[config.mk]
export PLATFORM = sky130hd
export DESIGN_NAME = alink_wb_slave_flat
export DESIGN_NICKNAME = d
export VERILOG_FILES = /design/src/rtl/alink_wb_if.sv /design/src/rtl/alink_wb_slave.sv /design/src/flat_wrapper.sv
export SDC_FILE = /design/constraint.sdc
export NUM_CORES = 1
export LEC_CHECK = 0
export ABC_AREA = 1
export BUFFER_PORTS_ARGS = -buffer_cell sky130_fd_sc_hd__buf_2
export CAP_MARGIN = 15
export CORE_ASPECT_RATIO = 0.8
export CORE_MARGIN = 2
export CORE_UTILIZATION = 30
export CTS_BUF_LIST = sky130_fd_sc_hd__clkbuf_8
export CTS_CLUSTER_SIZE = 28
export DETAILED_ROUTE_END_ITERATION = 6
export REMOVE_ABC_BUFFERS = 1
export SYNTH_ARGS = -nofsm -noshare
export SYNTH_HDL_FRONTEND = slang
export SYNTH_SLANG_ARGS = --single-unit
[constraint.sdc]
create_clock -name clk -period 3.8 [get_ports clk]
set_input_delay 0.19 -clock clk [delete_from_list [all_inputs] [get_ports clk]]
set_output_delay 0.19 -clock clk [all_outputs]
set_load 0.05 [all_outputs]
[src/rtl/alink_wb_if.sv]
// rtl/alink_wb_if.sv - Wishbone bus bundle between the system bus and the ALINK register slave
// Carries the classic Wishbone request (CYC/STB/WE/LOCK/CTI/BTE/ADR/DAT/SEL)
// and response (ACK/ERR/RTY/DAT) signals; master drives requests, slave responds.
interface alink_wb_if;
    logic        ALINK_CYC_I;
    logic        ALINK_STB_I;
    logic        ALINK_WE_I;
    logic        ALINK_LOCK_I;
    logic [2:0]  ALINK_CTI_I;
    logic [1:0]  ALINK_BTE_I;
    logic [5:0]  ALINK_ADR_I;
    logic [31:0] ALINK_DAT_I;
    logic [3:0]  ALINK_SEL_I;
    logic        ALINK_ACK_O;
    logic        ALINK_ERR_O;
    logic        ALINK_RTY_O;
    logic [31:0] ALINK_DAT_O;

    modport slave (
        input  ALINK_CYC_I, ALINK_STB_I, ALINK_WE_I, ALINK_LOCK_I, ALINK_CTI_I,
               ALINK_BTE_I, ALINK_ADR_I, ALINK_DAT_I, ALINK_SEL_I,
        output ALINK_ACK_O, ALINK_ERR_O, ALINK_RTY_O, ALINK_DAT_O
    );

    modport master (
        output ALINK_CYC_I, ALINK_STB_I, ALINK_WE_I, ALINK_LOCK_I, ALINK_CTI_I,
               ALINK_BTE_I, ALINK_ADR_I, ALINK_DAT_I, ALINK_SEL_I,
        input  ALINK_ACK_O, ALINK_ERR_O, ALINK_RTY_O, ALINK_DAT_O
    );
endinterface

[src/rtl/alink_wb_slave.sv]
// rtl/alink_wb_slave.sv - Wishbone register slave exposing ALINK FIFOs, status, mask and busy
// Ports:
//   clk, rst        : system clock, asynchronous active-high reset
//   wb              : Wishbone slave bundle (registered ACK/DAT_O, ERR/RTY tied 0)
//   txfifo_push/din : registered one-cycle TX FIFO write strobe and data
//   rxcnt/rxempty   : RX FIFO status inputs
//   txcnt/txfull    : TX FIFO status inputs
//   reg_flush       : registered one-cycle flush pulse
//   reg_mask        : PHY enable mask register
//   busy            : per-PHY busy vector
//   rxfifo_pop      : combinational RX FIFO read strobe
//   rxfifo_dout     : RX FIFO head word (first-word-fall-through)
module alink_wb_slave (
    input  logic        clk,
    input  logic        rst,
    alink_wb_if.slave   wb,
    output logic        txfifo_push,
    output logic [31:0] txfifo_din,
    input  logic [9:0]  rxcnt,
    input  logic        rxempty,
    input  logic [10:0] txcnt,
    output logic        reg_flush,
    input  logic        txfull,
    output logic [31:0] reg_mask,
    input  logic [31:0] busy,
    output logic        rxfifo_pop,
    input  logic [31:0] rxfifo_dout
);
    localparam logic [3:0] REG_TXFIFO = 4'd0;
    localparam logic [3:0] REG_STATE  = 4'd1;
    localparam logic [3:0] REG_MASK   = 4'd2;
    localparam logic [3:0] REG_BUSY   = 4'd3;
    localparam logic [3:0] REG_RXFIFO = 4'd4;

    logic        ack_q, ack_d;
    logic [31:0] dat_q, dat_d;
    logic        push_q, push_d;
    logic [31:0] din_q, din_d;
    logic        flush_q, flush_d;
    logic [31:0] mask_q, mask_d;

    logic       acc;
    logic [3:0] reg_sel;

    // Qualifiers that the slave intentionally does not decode.
    logic unused_wb;
    assign unused_wb = ^{wb.ALINK_CYC_I, wb.ALINK_LOCK_I, wb.ALINK_CTI_I,
                         wb.ALINK_BTE_I, wb.ALINK_SEL_I, wb.ALINK_ADR_I[1:0]};

    // A held STB is taken once; the ACK cycle masks it so each access fires
    // exactly one set of side effects.
    assign acc     = wb.ALINK_STB_I & ~ack_q;
    assign reg_sel = wb.ALINK_ADR_I[5:2];

    // Pop while the head word is sampled into DAT_O on the same edge.
    assign rxfifo_pop = acc & ~wb.ALINK_WE_I & (reg_sel == REG_RXFIFO);

    always_comb begin
        ack_d   = acc;
        dat_d   = dat_q;
        push_d  = 1'b0;
        din_d   = din_q;
        flush_d = 1'b0;
        mask_d  = mask_q;
        if (acc) begin
            if (wb.ALINK_WE_I) begin
                case (reg_sel)
                    REG_TXFIFO: begin
                        push_d = 1'b1;
                        din_d  = wb.ALINK_DAT_I;
                    end
                    REG_STATE: flush_d = wb.ALINK_DAT_I[0];
                    REG_MASK:  mask_d  = wb.ALINK_DAT_I;
                    default:   ;
                endcase
            end else begin
                case (reg_sel)
                    REG_STATE:  dat_d = {rxempty, txfull, 4'b0, rxcnt, 5'b0, txcnt};
                    REG_MASK:   dat_d = mask_q;
                    REG_BUSY:   dat_d = busy;
                    REG_RXFIFO: dat_d = rxfifo_dout;
                    default:    dat_d = 32'h0;
                endcase
            end
        end
    end

    always_ff @(posedge clk or posedge rst) begin
        if (rst) begin
            ack_q   <= 1'b0;
            dat_q   <= 32'h0;
            push_q  <= 1'b0;
            din_q   <= 32'h0;
            flush_q <= 1'b0;
            mask_q  <= 32'h0;
        end else begin
            ack_q   <= ack_d;
            dat_q   <= dat_d;
            push_q  <= push_d;
            din_q   <= din_d;
            flush_q <= flush_d;
            mask_q  <= mask_d;
        end
    end

    assign wb.ALINK_ACK_O = ack_q;
    assign wb.ALINK_ERR_O = 1'b0;
    assign wb.ALINK_RTY_O = 1'b0;
    assign wb.ALINK_DAT_O = dat_q;
    assign txfifo_push    = push_q;
    assign txfifo_din     = din_q;
    assign reg_flush      = flush_q;
    assign reg_mask       = mask_q;
endmodule

[src/flat_wrapper.sv]
// flat-port wrapper written by rule: the top's interface ports become plain ports
module alink_wb_slave_flat 
  (clk, rst, txfifo_push, txfifo_din, rxcnt, rxempty, txcnt, reg_flush, txfull, reg_mask, busy, rxfifo_pop, rxfifo_dout, wb_ALINK_CYC_I, wb_ALINK_STB_I, wb_ALINK_WE_I, wb_ALINK_LOCK_I, wb_ALINK_CTI_I, wb_ALINK_BTE_I, wb_ALINK_ADR_I, wb_ALINK_DAT_I, wb_ALINK_SEL_I, wb_ALINK_ACK_O, wb_ALINK_ERR_O, wb_ALINK_RTY_O, wb_ALINK_DAT_O);
  alink_wb_if wb_i ();
  input  logic clk;
  input  logic rst;
  output logic txfifo_push;
  output logic [31:0] txfifo_din;
  input  logic [9:0] rxcnt;
  input  logic rxempty;
  input  logic [10:0] txcnt;
  output logic reg_flush;
  input  logic txfull;
  output logic [31:0] reg_mask;
  input  logic [31:0] busy;
  output logic rxfifo_pop;
  input  logic [31:0] rxfifo_dout;
  input wire logic [$bits(wb_i.ALINK_CYC_I)-1:0] wb_ALINK_CYC_I;
  input wire logic [$bits(wb_i.ALINK_STB_I)-1:0] wb_ALINK_STB_I;
  input wire logic [$bits(wb_i.ALINK_WE_I)-1:0] wb_ALINK_WE_I;
  input wire logic [$bits(wb_i.ALINK_LOCK_I)-1:0] wb_ALINK_LOCK_I;
  input wire logic [$bits(wb_i.ALINK_CTI_I)-1:0] wb_ALINK_CTI_I;
  input wire logic [$bits(wb_i.ALINK_BTE_I)-1:0] wb_ALINK_BTE_I;
  input wire logic [$bits(wb_i.ALINK_ADR_I)-1:0] wb_ALINK_ADR_I;
  input wire logic [$bits(wb_i.ALINK_DAT_I)-1:0] wb_ALINK_DAT_I;
  input wire logic [$bits(wb_i.ALINK_SEL_I)-1:0] wb_ALINK_SEL_I;
  output wire logic [$bits(wb_i.ALINK_ACK_O)-1:0] wb_ALINK_ACK_O;
  output wire logic [$bits(wb_i.ALINK_ERR_O)-1:0] wb_ALINK_ERR_O;
  output wire logic [$bits(wb_i.ALINK_RTY_O)-1:0] wb_ALINK_RTY_O;
  output wire logic [$bits(wb_i.ALINK_DAT_O)-1:0] wb_ALINK_DAT_O;
  assign wb_i.ALINK_CYC_I = wb_ALINK_CYC_I;
  assign wb_i.ALINK_STB_I = wb_ALINK_STB_I;
  assign wb_i.ALINK_WE_I = wb_ALINK_WE_I;
  assign wb_i.ALINK_LOCK_I = wb_ALINK_LOCK_I;
  assign wb_i.ALINK_CTI_I = wb_ALINK_CTI_I;
  assign wb_i.ALINK_BTE_I = wb_ALINK_BTE_I;
  assign wb_i.ALINK_ADR_I = wb_ALINK_ADR_I;
  assign wb_i.ALINK_DAT_I = wb_ALINK_DAT_I;
  assign wb_i.ALINK_SEL_I = wb_ALINK_SEL_I;
  assign wb_ALINK_ACK_O = wb_i.ALINK_ACK_O;
  assign wb_ALINK_ERR_O = wb_i.ALINK_ERR_O;
  assign wb_ALINK_RTY_O = wb_i.ALINK_RTY_O;
  assign wb_ALINK_DAT_O = wb_i.ALINK_DAT_O;
  alink_wb_slave u_core (.clk(clk), .rst(rst), .wb(wb_i), .txfifo_push(txfifo_push), .txfifo_din(txfifo_din), .rxcnt(rxcnt), .rxempty(rxempty), .txcnt(txcnt), .reg_flush(reg_flush), .txfull(txfull), .reg_mask(reg_mask), .busy(busy), .rxfifo_pop(rxfifo_pop), .rxfifo_dout(rxfifo_dout));
endmodule
==> PnR_summary.wiki <==
{| class="wikitable"
! Metric !! Value
|-
| Outcome || completed
|-
| Net count reported at finish || 945
|-
| Height of the die || 116 um
|-
| Leading cell type in the layout, fill and taps excluded || sky130_fd_sc_hd__buf_2
|-
| Type of the worst setup path || flop to output port
|-
| Clock Latency Late Sink || 0.37 ns
|-
| Share of total power in the clock network || 0.216
|-
| Iteration count of the initial detailed-routing pass || 4
|-
| Iteration-0 DRC count of the detailed router || 200
|-
| Top-level port count || 242
|-
| Worst Path Max Fanout || 33
|-
| Slowest stage cell on the critical path || sky130_fd_sc_hd__dfrtp_1
|-
| Post-CTS Setup Repair Bufs || 0
|-
| TritonCTS Buffers || 9
|-
| Clock tree buffer depth || 2
|-
| Sequence of cells on the critical path || nor2_2 -> nand2_1 -> buf_4 -> nor2_1 -> buf_2
|-
| CTS clk-pin slew, worst paths || around 0.1 ns
|-
| DRT antenna net count || 0
|-
| Synthesized flop and latch total || 99
|-
| Commonest cells after routing, fill and taps aside || sky130_fd_sc_hd__buf_2, sky130_fd_sc_hd__nand2_1, sky130_fd_sc_hd__nand3_1
|-
| Remaining global-route overflow || 0
|-
| Data arrival at the endpoint of the critical path || 1.77 ns
|-
| Global placement routability congestion || 0.774
|-
| Cell area power density || about 500 nW/um^2
|-
| Area of the mapped netlist || around 4700 um^2
|-
| Inserted Diodes || 0
|-
| Max-cap violations || 0
|-
| Clock tree from TritonCTS || yes
|-
| FILL cells || 1603
|-
| Startpoint type of the worst setup path || flop
|-
| Largest vdd supply drop || 0.268 mV
|-
| Synth cell types || 20
|-
| Biggest cell delay along the critical path || 0.39 ns
|-
| Category of the worst setup path capture point || output port
|-
| Via count || 4699
|-
| Top achievable clock speed || 509 MHz
|-
| Portion of total power attributed to combinational logic || 0.362
|-
| Post-route fraction of the period consumed by the critical path || 0.517
|-
| Cell Area, Placed || 5990 um^2
|-
| Clock root buffer || sky130_fd_sc_hd__clkbuf_8
|-
| Sw Ratio || 0.428
|-
| H-Tree Depth || 3
|-
| Worst min-delay path class || input port to flop
|-
| Worst clock skew on the final layout || 0.0100 ns
|-
| Row Count || 40
|-
| Count of buffers from port buffering || 226
|-
| Minimum clock period || between 1.5 and 2 ns
|-
| Initial core utilization || 0.309
|-
| Slew at the pin with the worst max-slew slack || 1.01 ns
|-
| Area added between synthesis and finish || 31.9%
|-
| Total wirelength of the detailed-routed design || about 16 mm
|-
| Pint || 1.78 mW
|-
| # setup viols final || 0
|-
| Overall track demand over capacity in global routing || 0.195
|-
| HPWL after detailed placement || approximately 11 mm
|-
| Number of global-route vias before repair || 4469
|-
| Width of the die || 144 um
|-
| Setup repair after global routing missed its margin || no
|-
| Sequential Power Share || 0.422
|-
| Max-slew violations || 0
|-
| Detailed-route vias per instance || 4.62
|-
| Synthesized instance count || 597
|-
| Core area || 15200 um^2
|-
| Wire length of the first global-routing pass || ~24 mm
|-
| Required time at the worst-slack endpoint || around 3.6 ns
|-
| Summed negative setup slack over all endpoints || 0 ns
|-
| Fraction of layout cells with a size suffix above 1 || 0.323
|-
| DRC violation count after routing || 0
|-
| Average size of a mapped cell || 7.85 um^2
|-
| Max-Slew Margin vs Limit || 0.325
|-
| Final hold viol count || 0
|-
| Register area share after synthesis || 0.529
|-
| Cell leakage power || 3.61 nW
|-
| Clk sink count || 99
|-
| Number of antenna violations at the first check in global routing || 0
|-
| Routed wire per std cell || 15.6 um
|-
| Switching power summed over all nets || roughly 1.3 mW
|-
| Finished layout cell area || 6180 um^2
|-
| Die Area || 16600 um^2
|-
| Warning count from the yosys run || 0
|-
| Largest net degree at the start of global routing || 69
|}
## logic make-up after synthesis
family                 Yosys count  synth area share
buffers and inverters           82            0.0766
other                            1          0.000800
flip-flops                      99             0.529
AO/OA/AOI/OAI                   87            0.0929
AND/OR/NAND/NOR                328             0.301
## worst paths after layout
kind	endpoint	start	depth (start not counted)	slack, ns
setup / recovery	rxfifo_pop	u_core.wb.ALINK_ACK_O$_DFF_PP0_	5	1.84
hold / removal	u_core.txfifo_din[22]$_DFFE_PP0P_	wb_ALINK_DAT_I[22]	3	0.05
setup reg to reg	u_core.reg_mask[31]$_DFFE_PP0P_	u_core.wb.ALINK_ACK_O$_DFF_PP0_	3	1.90
hold reg to reg	u_core.wb.ALINK_ACK_O$_DFF_PP0_	u_core.wb.ALINK_ACK_O$_DFF_PP0_	1	0.47
max in group asynchronous	u_core.reg_mask[20]$_DFFE_PP0P_	rst	4	2.29
min in group asynchronous	u_core.wb.ALINK_DAT_O[19]$_DFFE_PP0P_	rst	3	0.55
## power groups by stage
| stage | logic (mW) | clock network, mW | registers (mW) |
|---|---|---|---|
| after floorplan | 0.218 | 0 | 1.91 |
| after global placement | 1.13 | 0 | 1.34 |
| after detailed placement | 1.14 | 0 | 1.33 |
| after CTS | 1.14 | 0.701 | 1.32 |
| after global routing | 1.20 | 0.741 | 1.34 |
| final | 1.13 | 0.673 | 1.32 |
## Yosys cell counts (all sizes together)
library cell  instances  area (um^2)
nand3               119          596
inv                  40          150
nor3                  2         15.0
dfrtp                99         2480
nand4                 1         12.5
clkbuf               14         52.6
o21ai                55          275
buf                  28          156
nand2               166          623
nor2                 40          165
a21oi                32          160
conb                  1         3.75
## sequential cells by signal, indices dropped and copies added, names as in the netlist
register	flops
u_core.txfifo_push	1
u_core.wb.ALINK_DAT_O	32
u_core.reg_mask	32
u_core.reg_flush	1
u_core.txfifo_din	32
u_core.wb.ALINK_ACK_O	1
## final cells by class
class                      count  area, um^2  area share
inverter                      40         153      0.0247
clock inverter                 4        43.8     0.00708
multi-input combinational    417        1890       0.305
tap                          210         263      0.0425
timing repair buffer         238        1220       0.198
clock buffer                  10         138      0.0223
sequential                    99        2480       0.401
## worst max-delay path: cells and delay by family, from the launching register on
kind                   cells  cell delay (ns)
buffers and inverters      2             0.54
DFF                        1             0.39
and+or+nand+nor            3             0.46
## repair_timing
item / 4_1_cts / 5_1_grt
hold endpoints to repair: 1 / 0
hold buffers: 1 / 0
gates resized for setup: 0 / 0
## layer usage
layer | GRT usage | wire length (um)
met3 | 0.0674 | 1580
met1 | 0.251 | 7170
met2 | 0.314 | 6940
met5 | 0 | 0
met4 | 0.0516 | 205
## metrics by stage
stage          hold WS (ns)  setup WS (ns)  power (mW)  utilization  cells
6_report             0.0542           1.84        3.12        0.408   1018
5_1_grt              0.0314           1.65        3.28        0.408   1018
4_1_cts              0.0224           1.78        3.15        0.408   1018
3_5_place_dp          0.435           1.83        2.47        0.395   1003
3_3_place_gp          0.434           1.85        2.46        0.395   1003
2_1_floorplan         0.328          0.169        2.13            -    556
Power figures use the tool's default switching activity.
